===== src/rtl/cacheline_adaptor_pkg.sv =====
// Shared types and constants for the cache-line <-> memory-burst adaptor.
package cacheline_adaptor_pkg;

    localparam int S_OFFSET   = 5;
    localparam int LINE_WIDTH = 256;
    localparam int BEAT_WIDTH = 64;
    localparam int NUM_BEATS  = 4;

    // Adaptor transaction phases: waiting, fill burst, writeback burst, line response.
    typedef enum logic [1:0] {
        IDLE,
        RD_BURST,
        WR_BURST,
        DONE
    } adaptor_state_t;

endpackage


===== src/rtl/cacheline_beat_ctr.sv =====
// Two-bit beat counter: selects which 64-bit slice of the line is on the bus.
// It wraps 3 -> 0 on the final beat, so a completed burst leaves it at zero.
module cacheline_beat_ctr (
    input  logic       clk,
    input  logic       rst_n,
    input  logic       clr,
    input  logic       en,
    output logic [1:0] count,
    output logic       last_beat
);

    // Count accepted beats; synchronous clear takes priority over increment.
    always_ff @(posedge clk or negedge rst_n) begin
        if (!rst_n) begin
            count <= 2'd0;
        end else if (clr) begin
            count <= 2'd0;
        end else if (en) begin
            count <= count + 2'd1;
        end
    end

    assign last_beat = (count == 2'd3);

endmodule


===== src/rtl/cacheline_adaptor.sv =====
// Converts one 256-bit cache line transfer into four 64-bit memory beats,
// for both line fills (read) and writebacks (write), with a one-cycle
// line response back to the cache controller.
module cacheline_adaptor
    import cacheline_adaptor_pkg::*;
(
    input  logic                  clk,
    input  logic                  rst_n,

    input  logic [LINE_WIDTH-1:0] line_i,
    output logic [LINE_WIDTH-1:0] line_o,
    input  logic [31:0]           address_i,
    input  logic                  read_i,
    input  logic                  write_i,
    output logic                  resp_o,

    input  logic [BEAT_WIDTH-1:0] burst_i,
    output logic [BEAT_WIDTH-1:0] burst_o,
    output logic [31:0]           address_o,
    output logic                  read_o,
    output logic                  write_o,
    input  logic                  resp_i
);

    adaptor_state_t state, next_state;

    logic [31:0]           addr_reg;
    logic [LINE_WIDTH-1:0] wr_buf;
    // Only the first three beats need holding; the fourth goes straight into line_o.
    logic [3*BEAT_WIDTH-1:0] fill_buf;

    logic [1:0] beat_cnt;
    logic       last_beat;
    logic       in_burst;
    logic       beat_en;
    logic       accept;

    assign in_burst = (state == RD_BURST) || (state == WR_BURST);
    assign beat_en  = in_burst && resp_i;
    assign accept   = (state == IDLE) && (read_i || write_i);

    cacheline_beat_ctr u_beat_ctr (
        .clk       (clk),
        .rst_n     (rst_n),
        .clr       (state == DONE),
        .en        (beat_en),
        .count     (beat_cnt),
        .last_beat (last_beat)
    );

    // State register.
    always_ff @(posedge clk or negedge rst_n) begin
        if (!rst_n) begin
            state <= IDLE;
        end else begin
            state <= next_state;
        end
    end

    // Next-state logic; a writeback wins over a fill when both are requested.
    always_comb begin
        next_state = state;
        unique case (state)
            IDLE: begin
                if (write_i) begin
                    next_state = WR_BURST;
                end else if (read_i) begin
                    next_state = RD_BURST;
                end
            end
            RD_BURST, WR_BURST: begin
                if (resp_i && last_beat) begin
                    next_state = DONE;
                end
            end
            DONE: begin
                next_state = IDLE;
            end
            default: begin
                next_state = IDLE;
            end
        endcase
    end

    // Latch request data at acceptance and assemble fill beats; line_o only changes when a fill completes.
    always_ff @(posedge clk or negedge rst_n) begin
        if (!rst_n) begin
            addr_reg <= '0;
            wr_buf   <= '0;
            fill_buf <= '0;
            line_o   <= '0;
        end else begin
            if (accept) begin
                addr_reg <= address_i & 32'hFFFF_FFE0;
            end
            if ((state == IDLE) && write_i) begin
                wr_buf <= line_i;
            end
            if ((state == RD_BURST) && resp_i) begin
                case (beat_cnt)
                    2'd0:    fill_buf[63:0]    <= burst_i;
                    2'd1:    fill_buf[127:64]  <= burst_i;
                    2'd2:    fill_buf[191:128] <= burst_i;
                    default: line_o            <= {burst_i, fill_buf};
                endcase
            end
        end
    end

    // Output decode: bus strobes and line response from state, write data muxed by beat.
    always_comb begin
        read_o  = (state == RD_BURST);
        write_o = (state == WR_BURST);
        resp_o  = (state == DONE);
        burst_o = '0;
        if (state == WR_BURST) begin
            case (beat_cnt)
                2'd0:    burst_o = wr_buf[63:0];
                2'd1:    burst_o = wr_buf[127:64];
                2'd2:    burst_o = wr_buf[191:128];
                default: burst_o = wr_buf[255:192];
            endcase
        end
    end

    assign address_o = addr_reg;

endmodule

===== config.mk =====
export PLATFORM = sky130hd
export DESIGN_NAME = cacheline_adaptor
export DESIGN_NICKNAME = d
export VERILOG_FILES = /design/src/rtl/cacheline_adaptor_pkg.sv /design/src/rtl/cacheline_beat_ctr.sv /design/src/rtl/cacheline_adaptor.sv
export SDC_FILE = /design/constraint.sdc
export NUM_CORES = 1
export LEC_CHECK = 0
export ABC_CLOCK_PERIOD_IN_PS = 2460
export CAP_MARGIN = 20
export CORE_MARGIN = 5
export CORE_UTILIZATION = 35
export CTS_BUF_LIST = sky130_fd_sc_hd__clkbuf_8
export DETAILED_ROUTE_END_ITERATION = 7
export GPL_TIMING_DRIVEN = 0
export SLEW_MARGIN = 20
export SYNTH_ARGS = -nofsm -noshare
export SYNTH_HDL_FRONTEND = slang
export SYNTH_SLANG_ARGS = --single-unit

===== constraint.sdc =====
create_clock -name clk -period 2.46 [get_ports clk]
set_input_delay 0.492 -clock clk [delete_from_list [all_inputs] [get_ports clk]]
set_output_delay 0.492 -clock clk [all_outputs]
set_load 0.02 [all_outputs]

# Word level (Yosys, flattened, before mapping)
# Cells that the tools add are included.
[op_classes] bitwise_logic=1 n_addsub=1 n_mux=8 reduce_logical=17 n_eq_ne=8
[ops] cell="case mux 64 bit (3 select lines)" count=1
[ops] cell="2-to-1 mux 64 bit" count=1
[ops] cell="2-to-1 mux 2 bit" count=5
[ops] cell="AND reduction 2 bit" count=5
[ops] cell="== test 2 bit (second input constant)" count=4
[ops] cell="case mux 2 bit (3 select lines)" count=1
[ops] cell="logical AND 1 bit" count=5
[ops] cell="== test 2 x 1 -> 1 bit (second input constant)" count=2
[ops] cell="zero test 2 bit" count=2
[ops] cell="!= test 3 bit (second input constant)" count=1
[ops] cell="OR reduction 3 bit" count=1
[ops] cell="adder 2 x 1 -> 2 bit (second input constant)" count=1
[ops] cell="logical OR 1 bit" count=2
[ops] cell="!= test 2 bit (second input constant)" count=1
[ops] cell="nonzero test 2 bit" count=1
[ops] cell="OR reduction 2 bit" count=1
[ops] cell="NOT 1 bit" count=1
[totals] elab_cells=43 in_bits=357 ff_bits=735 output_inout_bits=355

# Logic depth before layout (Yosys ltp)
# Gate-level depths: netlist (run 1).
[logic_depth] ltp_word=5 depth_mapped=6 ltp_nobuf=5

# Hierarchy
# Synthesis (run 1) repeated with hierarchy kept, for this count alone.
[unflattened] cells_unflattened=1727 hier_area_um2=29236.8
[by_module_without_submodules] module="cacheline_adaptor" cells_each=1720 area_per_inst_um2=29148.0 seq_area_each_um2=18342.6 n_inst=1
[by_module_without_submodules] module="cacheline_beat_ctr" cells_each=7 area_per_inst_um2=88.8 seq_area_each_um2=50.0 n_inst=1

# Least setup slack after synthesis (run 1)
# No wires, ideal clock.
[synth_path] kind="reg-to-output" startpoint="register u_beat_ctr.count[0]" endpoint="output port burst_o[53]" path_slack_ps=235 n_path_buf=2 arrival_time_ps=1733 stages_incl_launch_ff=7 path_cell_list="dfrtp_1 -> inv_1 -> ha_1 -> clkbuf_1 -> clkbuf_1 -> a222oi_1 -> a21oi_1"
[synth_via] elab_chain_cells=3 word_cells_on_any_way=5
[synth_lines] element="start: declaration" line="cacheline_beat_ctr.sv:8" source="output logic [1:0] count,"
[synth_lines] element="start signal: assignment" line="cacheline_beat_ctr.sv:19" source="count <= count + 2'd1;"
[synth_lines] element="== test 2 bit, or another cell as far along" line="cacheline_adaptor.sv:117" source="case (beat_cnt)"
[synth_lines] element="case mux 64 bit (3 select lines) *" line="cacheline_adaptor.sv:117"
[synth_lines] element="2-to-1 mux 64 bit *" line="cacheline_adaptor.sv:116" source="if (state == WR_BURST) begin"
[synth_lines] element="end: declaration" line="cacheline_adaptor.sv:18" source="output logic [BEAT_WIDTH-1:0] burst_o,"
# Every way passes the cells marked *; elsewhere a longest branch is shown, timed or not.

# Worst setup path after layout (run 1)
[layout_path] startpoint="register u_beat_ctr.count[0]" endpoint="output port burst_o[31]"
# The elaborated chain is that of the path after synthesis.

==> run metrics, run 1 <==
Hold Path Class=in2reg; final hold vios=0; post-DP HPWL=between 60,000 and 70,000 µm; GRT busiest layer=met2; WP data required=slightly below 2000 ps; critical path's largest stage delay=about 620 ps; DIE AREA=between 80,000 and 90,000 µm²; met2 GRT Util=34.9%; io pins=just over 700; Total Wirelength=92,500 µm; Final ANT Viol Nets=0; die width=298 µm; WP buf/inv=3; starting density of the core=between 30% and 40%; root buf cell=clkbuf_8; CTS tree=yes; crit start category=flop; M1 GR Usage=23.4%; Critical-path top delay cell=a222oi_1; cell area after layout=between 40,000 and 50,000 µm²; placeable core region=82,000 µm²; Worst VDD drop=716 µV; Layout area overhead=41.7%; Final setup viols=64; # port buffers=700; Clk Latency, worst-skew pair=750 ps; Ys Warns=0; DR vias=a little under 20,000; Worst Hold Path Cells=3; CTS H-tree lvls=4; GRT Util Overall=20.4%; met3 usage in global routing=7.62%; Setup CP Type=reg2out; minimum clock period=about 3100 ps; Pleak=about 19 nW; Synth Instances=1,818; die height=around 300 µm; violations in the final reports=negative setup slack; PD cells=around 1300 nW/µm²; crit path max fanout=8; Power Total=about 0.052 W; RR Startpoint=state[1]; Worst-path clk slew=about 50 ps; status=complete, but fails checks; Synth cell types=22; total CTS buffers=130; R2R Setup Slk=20 ps; setup TNS=-28,040 ps; largest net degree at the start of global routing=about 100; Longest Clk Path Bufs=3; mean post-synth cell area=15.9 µm²; remaining global-route overflow=0; Worst slew margin=52.3%; Clock Skew=approximately 36 ps; Mapped Area=about 29,000 µm²; crit-path leading delay family=compound AO/OA/AOI/OAI gates; drc violations=0; RSZ-0062 raised after global routing=true; layout cells sized above 1=a little over two fifths; global-route wire length before repair=137,000 µm; final weighted congestion in routability-driven placement=slightly above 0.9; number of global-route vias before repair=around 21,000; Initial DRC Count=roughly 960; row count=between 100 and 150; initial antenna violation count=27; fin nets=3,069; Slew Viols, Final=0; post-synthesis sequential area ratio=between 60 and 70%; worst flop-to-flop path endpoint=line_o[197]; R2R cell count=6; Sink Count=735; Max-Cap Viols=0; min setup slack post-route=-643 ps; vias per inst=about 5; Pre-antenna DRT Iters=7; Critical Path Sink Type=primary output; WL/cell=23.8 µm; Tcrit/Tclk final=126%; Worst Hold End=u_beat_ctr.count[1]; worst-path cell chain=inv_4 -> ha_4 -> clkbuf_16 -> a222oi_1 -> a21oi_1 -> buf_4; Placed Area=about 38,000 µm²; Fmax=between 300 and 400 MHz; worst endpoint data arrival time=between 2000 and 3000 ps; flops & latches, synth=roughly 740; worst hold start=resp_i; Least-Margin Pin Slew=about 720 ps
sequential cells by signal, summed over array words and instances, names as in the netlist:
signal and flops:
address_o 27, wr_buf 256, state 2, u_beat_ctr.count 2, fill_buf 192, line_o 256
layout by cell type (no fill, tap or decap), drive strengths merged:
| cell | instances |
|---|---|
| clkbuf | 187 |
| dlymetal6s2s | 1 |
| dfrtp | 735 |
| xnor2 | 1 |
| inv | 64 |
| o21ai | 66 |
| nor2 | 2 |
| a22oi | 1 |
| bufinv | 3 |
| diode | 16 |
| dlygate4sd3 | 1 |
| conb | 5 |
| ha | 10 |
| mux2i | 3 |
| clkdlybuf4s50 | 629 |
| clkinv | 4 |
| a21oi | 65 |
| nand3 | 5 |
| dlygate4sd2 | 4 |
| a222oi | 64 |
| nand2 | 5 |
| mux2 | 731 |
| buf | 212 |
| clkinvlp | 4 |
worst max path at each step:
stage / startpoint / end / slack [ps] / depth (start not counted)
3_3_place_gp: rst_n / wr_buf[207] / -31410 / 1
5_1_grt: u_beat_ctr.count[0] / burst_o[31] / -730 / 6
2_1_floorplan: u_beat_ctr.count[0] / burst_o[53] / 230 / 6
4_1_cts: u_beat_ctr.count[0] / burst_o[31] / -800 / 7
3_5_place_dp: u_beat_ctr.count[1] / burst_o[31] / -1100 / 7
6_report: u_beat_ctr.count[0] / burst_o[31] / -640 / 6
per-layer routing:
| layer | wire, µm | vias to the layer above |
|---|---|---|
| met5 | 146 | - |
| met4 | 3040 | 22 |
| met3 | 7690 | 181 |
| met2 | 46800 | 683 |
| met1 | 34800 | 9910 |
| li1 | - | 8462 |
cell type report:
| cell class | instances | area [µm²] |
|---|---|---|
| Fill cell | 7146 | 41000 |
| Sequential cell | 735 | 18400 |
| Clock buffer | 162 | 2230 |
| Clock inverter | 70 | 438 |
| Antenna cell | 16 | 40.0 |
| Multi-Input combinational cell | 958 | 9900 |
| Inverter | 5 | 26.3 |
| Tap cell | 1070 | 1340 |
| Timing Repair Buffer | 756 | 7580 |
| Buffer | 116 | 1050 |
cell families after synthesis:
family	share of synthesized area (%)
AOI/OAI and AO/OA	4.52
xor gates and xnor gates	0.0303
adders and majority gates	0.432
buffers and inverters	2.66
DFF	63.6
muxes	28.6
other	0.0130
and+or+nand+nor	0.229
what timing repair did:
item / CTS / global route
cloned: 2 / 6
hold endpoints to repair: 61 / 0
gates resized for setup: 458 / 71
setup endpoints to repair: 69 / 65
buffers inserted: 24 / 15
hold buffers: 1 / 0
pin swaps: 67 / 54
metrics by stage:
stage | utilization [%] | hold WS (ps) | worst slack (ps) | cells
finish | 50.0 | 98.6 | -643 | 3888
floorplan | - | 196 | 235 | 1822
detailed placement | 45.8 | 482 | -1100 | 3600
global placement | 45.5 | 479 | -31410 | 3592
global route | 50.0 | 45.9 | -730 | 3883
CTS | 49.6 | 3.17 | -799 | 3859
tightest hold or removal path, cell delays in order:
cell and delay [ps]:
buf_4 140, nand3_1 80, a21oi_1 60
where the power goes:
group / switching [W] / internal [W]
clock network: 0.00514 / 0.00630
logic: 0.00944 / 0.0108
registers: 0.00277 / 0.0175
total: 0.0173 / 0.0346
cell usage after synthesis (all sizes together):
| cell | n | area [µm²] |
|---|---|---|
| inv | 5 | 18.8 |
| ha | 10 | 125 |
| a222oi | 64 | 641 |
| nor2 | 2 | 7.51 |
| buf | 91 | 628 |
| clkbuf | 33 | 124 |
| a21oi | 65 | 325 |
| nand2 | 5 | 18.8 |
| o21ai | 66 | 334 |
| dfrtp | 735 | 18400 |
| conb | 1 | 3.75 |
| a22oi | 1 | 7.51 |
| nand3 | 5 | 40.0 |
| xnor2 | 1 | 8.76 |
| mux2 | 731 | 8230 |
| mux2i | 3 | 30.0 |
Note: power is estimated with default switching activity, not from simulation.
==> inputs of run 2 (changes only) <==
--- a/config.mk
+++ b/config.mk
@@ -5,7 +5,7 @@
 export SDC_FILE = /design/constraint.sdc
 export NUM_CORES = 1
 export LEC_CHECK = 0
-export ABC_CLOCK_PERIOD_IN_PS = 2460
+export ABC_CLOCK_PERIOD_IN_PS = 3910
 export CAP_MARGIN = 20
 export CORE_MARGIN = 5
 export CORE_UTILIZATION = 35
==> constraint.sdc (replaced) <==
create_clock -name clk -period 3.91 [get_ports clk]
set_input_delay 0.782 -clock clk [delete_from_list [all_inputs] [get_ports clk]]
set_output_delay 0.782 -clock clk [all_outputs]
set_load 0.02 [all_outputs]
==> run metrics, run 2 (synthesized netlist as in run 1, its figures left out) <==
Longest Clk Path Bufs=3; row count=~110; Max-Cap Viols=0; worst-path cell chain=inv_1 -> ha_1 -> clkbuf_4 -> buf_4 -> a222oi_1 -> a21oi_1 -> dlygate4sd2_1; final weighted congestion in routability-driven placement=about 0.93; Clk Latency, worst-skew pair=about 770 ps; die width=a little under 300 µm; Placed Area=roughly 38,000 µm²; Final setup viols=0; largest net degree at the start of global routing=approximately 100; Setup CP Type=reg2out; PD cells=790 nW/µm²; root buf cell=clkbuf_8; area of the multi-input gates=9790 µm²; Final ANT Viol Nets=0; met2 GRT Util=about a third; # port buffers=700; cell area after layout=about 40,000 µm²; WL/cell=around 24 µm; status=complete, but fails checks; crit-path leading delay family=buffers and inverters; initial antenna violation count=26; Sink Count=735; Least-Margin Pin Slew=~670 ps; Tcrit/Tclk final=~97%; Worst VDD drop=456 µV; Critical-path top delay cell=a222oi_1; WP data required=about 3100 ps; register area=18,400 µm²; Worst-path clk slew=about 50 ps; post-CTS setup buffer count=0; Pleak=about 19 nW; fill count=between 7,000 and 8,000; Hold Path Class=in2reg; Clock Skew=35.1 ps; GRT Util Overall=20.2%; GRT busiest layer=met2; crit path max fanout=10; CTS H-tree lvls=4; CTS tree=yes; vias per inst=just under 5; Total Wirelength=roughly 90,000 µm; critical path's largest stage delay=550 ps; Layout area overhead=39.6%; global-route wire length before repair=between 100,000 and 150,000 µm; M1 GR Usage=23.2%; starting density of the core=35.3%; violations in the final reports=design-rule violations; leading cell type in the layout, fill and taps excluded=dfrtp_1; die height=between 200 and 300 µm; Worst slew margin=55.6%; DIE AREA=88,500 µm²; top flop regs=line_o (256), wr_buf (256), fill_buf (192); io pins=~710; DR vias=around 19,000; Slew Viols, Final=0; placeable core region=slightly above 80,000 µm²; post-DP HPWL=69,100 µm; WP buf/inv=4; crit start category=flop; R2R Setup Slk=~1500 ps; remaining global-route overflow=0; Initial DRC Count=954; minimum clock period=3780 ps; layout cells sized above 1=between 30% and 40%; Fmax=about 260 MHz; Critical Path Sink Type=primary output; total CTS buffers=130; Core Util, Final=49.3%; number of global-route vias before repair=20,935; fin nets=between 3,000 and 4,000; met3 usage in global routing=7.71%; setup TNS=0 ps; commonest cells after routing, fill and taps aside=dfrtp_1 (735), mux2_2 (731), clkdlybuf4s50_1 (641); drc violations=1; Pre-antenna DRT Iters=8; final hold vios=0; worst endpoint data arrival time=about 3000 ps
run 2: cell types whose count changed in the layout (fill, tap and decap cells not counted), sizes merged:
cell	previous run	this run
buf	212	101
clkbuf	187	196
clkdlybuf4s50	629	641
diode	16	15
dlygate4sd2	4	19
dlymetal6s2s	1	37
run 2: worst register-to-register path: stages (launching register included):
cell and delay, ps:
dfrtp_1 390, inv_1 110, ha_1 290, nand3_1 420
buf_2 470, buf_6 270, mux2_2 360
run 2: through the flow:
step | total power (W) | worst slack, ps | cells | hold WS, ps
2_1_floorplan | 0.0193 | 1390 | 1822 | 474
3_3_place_gp | 0.0247 | -30250 | 3592 | 479
3_5_place_dp | 0.0250 | 58.2 | 3600 | 488
4_1_cts | 0.0324 | 0.00244 | 3833 | 297
5_1_grt | 0.0337 | -2.99 | 3843 | 327
6_report | 0.0319 | 131 | 3848 | 386
run 2: report_power, final:
part	leakage (nW)	switching (W)	internal [W]
Sequential	9.28	0.00173	0.0110
Clock	1.55	0.00324	0.00396
Combinational	7.98	0.00571	0.00628
Total	18.8	0.0107	0.0212
run 2: final cells by class:
| class | instances | area share [%] |
|---|---|---|
| sequential | 735 | 45.5 |
| clock buffer | 162 | 5.52 |
| buffer | 124 | 2.08 |
| clock inverter | 70 | 1.08 |
| timing repair buffer | 709 | 18.1 |
| tap | 1070 | 3.31 |
| inverter | 5 | 0.0465 |
| antenna | 15 | 0.0929 |
| multi-input combinational | 958 | 24.2 |
run 2: final timing paths:
path	cells past startpoint	start	end
worst max-delay path	7	u_beat_ctr.count[0]	burst_o[32]
worst min-delay path	3	resp_i	u_beat_ctr.count[1]
worst max register to register	6	state[1]	line_o[197]
worst min register to register	1	fill_buf[113]	line_o[113]
max in group asynchronous	5	rst_n	u_beat_ctr.count[0]
min in group asynchronous	2	rst_n	line_o[162]
run 2: layer usage:
layer  share of wire (%)  up-vias
met5                0.16        -
li1                    -     8392
met3                 8.4      174
met4                 3.2       22
met1                  38     9778
met2                  50      690
run 2: timing repair:
action                                  CTS  global route
gates resized for setup                  69            52
pin swaps                                 5             3
hold buffers                              1             0
endpoints found under the setup margin   64            42
hold endpoints to repair                 61             0
